### src/rtl/conv_layer_output_interface.sv
`default_nettype none
// ============================================================================
//  Module   : conv_layer_output_interface
//  Purpose  : Accepts one feature vector (ARRAY_SIZE words) from the conv
//             kernel array and writes it word-by-word into external feature
//             RAM through an auto-incrementing, wrapping address pointer.
//  Options  : OUTPUT_RELU_EN - rectify each word (sign set -> +0.0) at latch
//  Revision : 1.0 - initial release
// ============================================================================
module conv_layer_output_interface #(
    parameter int ARRAY_SIZE = 6,
    parameter int DATA_WIDTH = 32,
    parameter int ADDR_WIDTH = 8,
    parameter int BASE_ADDR  = 0,
    parameter int ADDR_LIMIT = 255
) (
    input  logic                             clk,
    input  logic                             rst_n,
    input  logic [ARRAY_SIZE*DATA_WIDTH-1:0] feature,
    input  logic                             feature_valid,
    input  logic                             addr_clear,
    output logic                             ready,
    output logic [ADDR_WIDTH-1:0]            ext_ram_addr,
    output logic [DATA_WIDTH-1:0]            ext_ram_data,
    output logic                             ext_ram_we,
    output logic                             done,
    output logic                             wrap
);

    localparam int VEC_W = ARRAY_SIZE * DATA_WIDTH;
    localparam int IDX_W = (ARRAY_SIZE > 1) ? $clog2(ARRAY_SIZE) : 1;

    localparam logic [ADDR_WIDTH-1:0] C_BASE  = ADDR_WIDTH'(BASE_ADDR);
    localparam logic [ADDR_WIDTH-1:0] C_LIMIT = ADDR_WIDTH'(ADDR_LIMIT);
    localparam logic [IDX_W-1:0]      C_LAST  = IDX_W'(ARRAY_SIZE - 1);

    typedef enum logic [1:0] {
        S_IDLE  = 2'd0,
        S_WRITE = 2'd1,
        S_DONE  = 2'd2
    } state_t;

    state_t                  state_q, state_d;
    logic [ADDR_WIDTH-1:0]   wr_ptr_q, wr_ptr_d;
    logic [IDX_W-1:0]        idx_q, idx_d;
    logic [VEC_W-1:0]        shreg_q, shreg_d;
    logic [ADDR_WIDTH-1:0]   last_addr_q, last_addr_d;
    logic [DATA_WIDTH-1:0]   last_data_q, last_data_d;

    logic [VEC_W-1:0]        latch_vec;
    logic [DATA_WIDTH-1:0]   cur_word;

    // Per-word conditioning of the incoming vector before it is latched
    for (genvar g = 0; g < ARRAY_SIZE; g++) begin : g_word
        localparam int HI = VEC_W - 1 - g * DATA_WIDTH;
`ifdef OUTPUT_RELU_EN
        // Any word with the sign bit set (including -0.0) becomes +0.0
        assign latch_vec[HI -: DATA_WIDTH] =
            feature[HI] ? '0 : feature[HI -: DATA_WIDTH];
`else
        assign latch_vec[HI -: DATA_WIDTH] = feature[HI -: DATA_WIDTH];
`endif
    end

    // Word 0 sits at the top of the shift register and is written first
    assign cur_word = shreg_q[VEC_W-1 -: DATA_WIDTH];

    // Next-state, datapath and output decode
    always_comb begin
        state_d      = state_q;
        wr_ptr_d     = wr_ptr_q;
        idx_d        = idx_q;
        shreg_d      = shreg_q;
        last_addr_d  = last_addr_q;
        last_data_d  = last_data_q;
        ready        = 1'b0;
        ext_ram_we   = 1'b0;
        ext_ram_addr = last_addr_q;
        ext_ram_data = last_data_q;
        done         = 1'b0;
        wrap         = 1'b0;

        case (state_q)
            S_IDLE: begin
                ready = 1'b1;
                // Clear takes effect before a same-cycle accept, so the
                // accepted vector starts at BASE_ADDR
                if (addr_clear) begin
                    wr_ptr_d = C_BASE;
                end
                if (feature_valid) begin
                    shreg_d = latch_vec;
                    idx_d   = '0;
                    state_d = S_WRITE;
                end
            end
            S_WRITE: begin
                ext_ram_we   = 1'b1;
                ext_ram_addr = wr_ptr_q;
                ext_ram_data = cur_word;
                last_addr_d  = wr_ptr_q;
                last_data_d  = cur_word;
                shreg_d      = shreg_q << DATA_WIDTH;
                if (wr_ptr_q == C_LIMIT) begin
                    wrap     = 1'b1;
                    wr_ptr_d = C_BASE;
                end else begin
                    wr_ptr_d = wr_ptr_q + ADDR_WIDTH'(1);
                end
                if (idx_q == C_LAST) begin
                    idx_d   = '0;
                    state_d = S_DONE;
                end else begin
                    idx_d = idx_q + IDX_W'(1);
                end
            end
            S_DONE: begin
                done    = 1'b1;
                state_d = S_IDLE;
            end
            default: begin
                state_d = S_IDLE;
            end
        endcase
    end

    // State and datapath registers; reset aborts any vector in flight
    always_ff @(posedge clk) begin
        if (rst_n) begin
            state_q     <= S_IDLE;
            wr_ptr_q    <= C_BASE;
            idx_q       <= '0;
            shreg_q     <= '0;
            last_addr_q <= C_BASE;
            last_data_q <= '0;
        end else begin
            state_q     <= state_d;
            wr_ptr_q    <= wr_ptr_d;
            idx_q       <= idx_d;
            shreg_q     <= shreg_d;
            last_addr_q <= last_addr_d;
            last_data_q <= last_data_d;
        end
    end

endmodule
`default_nettype wire

### config.mk
export PLATFORM = sky130hd
export DESIGN_NAME = conv_layer_output_interface
export DESIGN_NICKNAME = d
export VERILOG_FILES = /design/src/rtl/conv_layer_output_interface.sv
export SDC_FILE = /design/constraint.sdc
export NUM_CORES = 1
export LEC_CHECK = 0
export ABC_CLOCK_PERIOD_IN_PS = 1300
export BUFFER_PORTS_ARGS = -buffer_cell sky130_fd_sc_hd__buf_2
export CORE_MARGIN = 3
export CORE_UTILIZATION = 49
export CTS_CLUSTER_SIZE = 28
export DETAILED_ROUTE_END_ITERATION = 8
export GPL_ROUTABILITY_DRIVEN = 0
export GPL_TIMING_DRIVEN = 0
export HOLD_SLACK_MARGIN = 0.12
export PLACE_DENSITY_LB_ADDON = 0.1
export SLEW_MARGIN = 0
export SYNTH_ARGS = -nofsm -noshare
export SYNTH_HDL_FRONTEND = slang
export SYNTH_SLANG_ARGS = --single-unit
### constraint.sdc
create_clock -name clk -period 1.3 [get_ports clk]
set_input_delay 0.13 -clock clk [delete_from_list [all_inputs] [get_ports clk]]
set_output_delay 0.13 -clock clk [all_outputs]
set_load 0.02 [all_outputs]
==> results.ini <==
[final_layout]
layout-drive-gt1-share = 0.404
layout.cells.non_filler = 2142
areaGrowthSynthToFinish_pct = 72.1
final_nets = 2048
nFillCells = 1005
final_area_sq_um = 17900

[pwr]
power_mw = 21.4
cellLeakagePower_nw = 7.61
peakVddDrop_mv = 1.26
power.density_nw_per_um2 = 1200

[floorplanning]
die_x_microns = 152
initial_core_util = 0.506
fp.dieArea_sq_um = 23000
rows = 52
ioPinCount = 240
die_y_microns = 152
coreArea_sq_um = 20500

[cts]
cts_buffer_depth = 3
h-tree-depth = 1
clk_pin_slew_ns = 0.07
numCtsBuffers = 26
clk_latency_ns = 0.55
root_buffer = clkbuf_16
cts_tree = done
cts.sinks = 245

[setup_path]
reg2reg_slack_ns = -0.90
critPathMaxStageDelay_ns = 0.51
required_ns = 1.68
worstSetupEndpointType = register
r2r-end = shreg_q[168]
r2r_cells = 9
critPathKind = reg2reg
crit_path_max_fanout = 6
path_common_cell = buf_12
worstPathCellList = buf_4 -> buf_12 -> nor3b_4 -> buf_6 -> buf_12 -> buf_12 -> buf_6 -> nand2_1 -> a311oi_1
cp_slowest_cell = a311oi_1
cp-start-kind = register
crit_arrival_ns = 2.58
rr_startpoint = state_q[1]

[global_routing]
grt_overflow = 0
groute.layer.met1.usage = 0.408
grt_pass1_wl_mm = 62.5
grt.busiest_layer = met2
grt_use_total = 0.345
grt_max_degree = 14
grt_pass1_vias = 11900
use_met2 = 0.614
met3_usage = 0.0669
antenna_found_initial = 2

[placement]
port_buffers = 239
dp_hpwl_mm = 24.3
dpl-instance-area_sq_um = 12200
dp_cells = 1832

[route]
via_per_inst = 5.97
num_vias = 12800
dr.pass1.iters = 6
antenna_left = 0
drt_iter0_markers = 939
drc = 0
routed_wl_mm = 49.6
routedWlPerCell_microns = 23.2

[timing]
fin_ws_ns = -0.903
min_period_ns = 2.20
final_max_slew_viol_count = 0
hold_violations = 0
rsz0062_at_grt = true
relSlewSlack = 0.360
worstMarginPinSlew_ns = 0.959
clock_skew_ns = 0.0195
setup_violations = 284
fin_crit_sh = 1.69
max_freq_mhz = 454

[synth]
synthTopCellsByCount = 472 x nand2_1, 245 x dfxtp_1, 178 x nor2_1
synth_top_area_share = 0.473
ys_ff_latch = 245
synthFlopType = dfxtp_1
syn_nets = 1520
ys_warn_count = 0
yosysSeqAreaShare = 0.473
postSynthAreaPerCell_sq_um = 7.85
synth_edf_count = 0
synth.largest_area_cell = dfxtp_1
synth-async-reset-ratio = 0
post-synth-top-count-cell = nand2_1
ys_types = 34
synth.cell_area_sq_um = 10400
synthCells = 1323
synth_area_leaders = dfxtp_1 47%, nand2_1 17%, a311oi_1 11%, nor2_1 6.4%, a311oi_2 4.6%

[min_path]
holdPathEnd = shreg_q[167]
min-delay-start = feature_valid
whs_path_depth = 5
hold_path_class = in2reg

[status]
violations = setup timing
outcome = finished with violations

[run]
drv_cap = 0

## metrics by stage
step                      hold slack (ns)  setup TNS [ns]  setup slack (ns)   util
after floorplan                     0.266          -10.44           -0.0762      -
after global placement              0.373         -121.85            -0.653  0.593
after detailed placement            0.377         -121.55            -0.610  0.593
after CTS                           0.189         -100.23            -0.552  0.801
after global routing                0.225         -127.74            -0.963  0.872
final                               0.208         -124.18            -0.903  0.872
## cells in the final DEF, fill, tap and decap left out, types with 3 or more instances in the layout
master / n
dlygate4sd3_1: 194
nor2b_1: 3
buf_16: 6
nand3_1: 34
a21oi_1: 66
a21oi_2: 6
clkinv_2: 6
clkbuf_16: 44
buf_2: 234
nand2_4: 62
dfxtp_2: 3
buf_8: 19
nand2_1: 275
dfxtp_1: 240
clkbuf_1: 29
a311oi_1: 69
nand2_2: 135
clkbuf_8: 8
a22oi_1: 4
buf_6: 59
buf_12: 20
a311oi_2: 91
nor2_1: 176
buf_4: 39
## registers in the layout, indices dropped and copies added, names as in the netlist
name	flops
last_addr_q	8
last_data_q	32
wr_ptr_q	8
idx_q	3
state_q	2
shreg_q	192
## power breakdown
group,internal (mW),switching [mW],leakage [nW],total (mW)
combinational,2.36,2.65,5.14,5.00
clock,4.58,3.24,0.443,7.82
sequential,8.11,0.445,2.02,8.56
total,15.1,6.33,7.61,21.4
## layer usage
metal  part of all wire  routed length [microns]
met5                  0                        0
met3              0.090                     4470
met1               0.34                    17000
met4              0.077                     3810
met2               0.49                    24300
## layout make-up
cell class / count / area, sq um / area share
repair buffers: 507 / 4490 / 0.251
inverters: 3 / 23.8 / 0.00133
multi-input cells: 956 / 6160 / 0.345
clock buffers: 37 / 783 / 0.0438
well taps: 270 / 338 / 0.0189
plain buffers: 112 / 1040 / 0.0585
diodes: 2 / 5.00 / 0.000280
flip-flops and latches: 245 / 4920 / 0.275
clock inverters: 10 / 106 / 0.00595
## worst max path at each step
stage          cells past startpoint  slack [ns]               end        from
4_1_cts                            7       -0.55  ext_ram_data[22]  state_q[1]
3_5_place_dp                       5       -0.61          idx_q[2]       rst_n
5_1_grt                            9       -0.96      shreg_q[168]  state_q[1]
3_3_place_gp                       5       -0.65       wr_ptr_q[2]       rst_n
2_1_floorplan                      6       -0.08      shreg_q[158]  state_q[0]
6_report                           9       -0.90      shreg_q[168]  state_q[1]
## critical path, delay by kind of cell, from the launching register on
family                 cells  cell delay [ns]
flip-flops                 1             0.34
AO/OA/AOI/OAI              1             0.51
buffers and inverters      6             0.85
AND/OR/NAND/NOR            2             0.31
## timing repair
action,in CTS,in global routing
setup endpoints to repair,286,283
endpoints found under the hold margin,198,0
gates cloned,12,13
resized for setup,259,261
hold buffers,194,0
pin swaps,27,90
buffers inserted,26,26
## logic make-up after synthesis
kind of cell    synth area share
flops                      0.473
compound gates             0.199
simple gates               0.265
buf+inv                   0.0593
mux                      0.00301
fa+ha+maj                0.00121
Note: power is estimated with default switching activity, not from simulation.
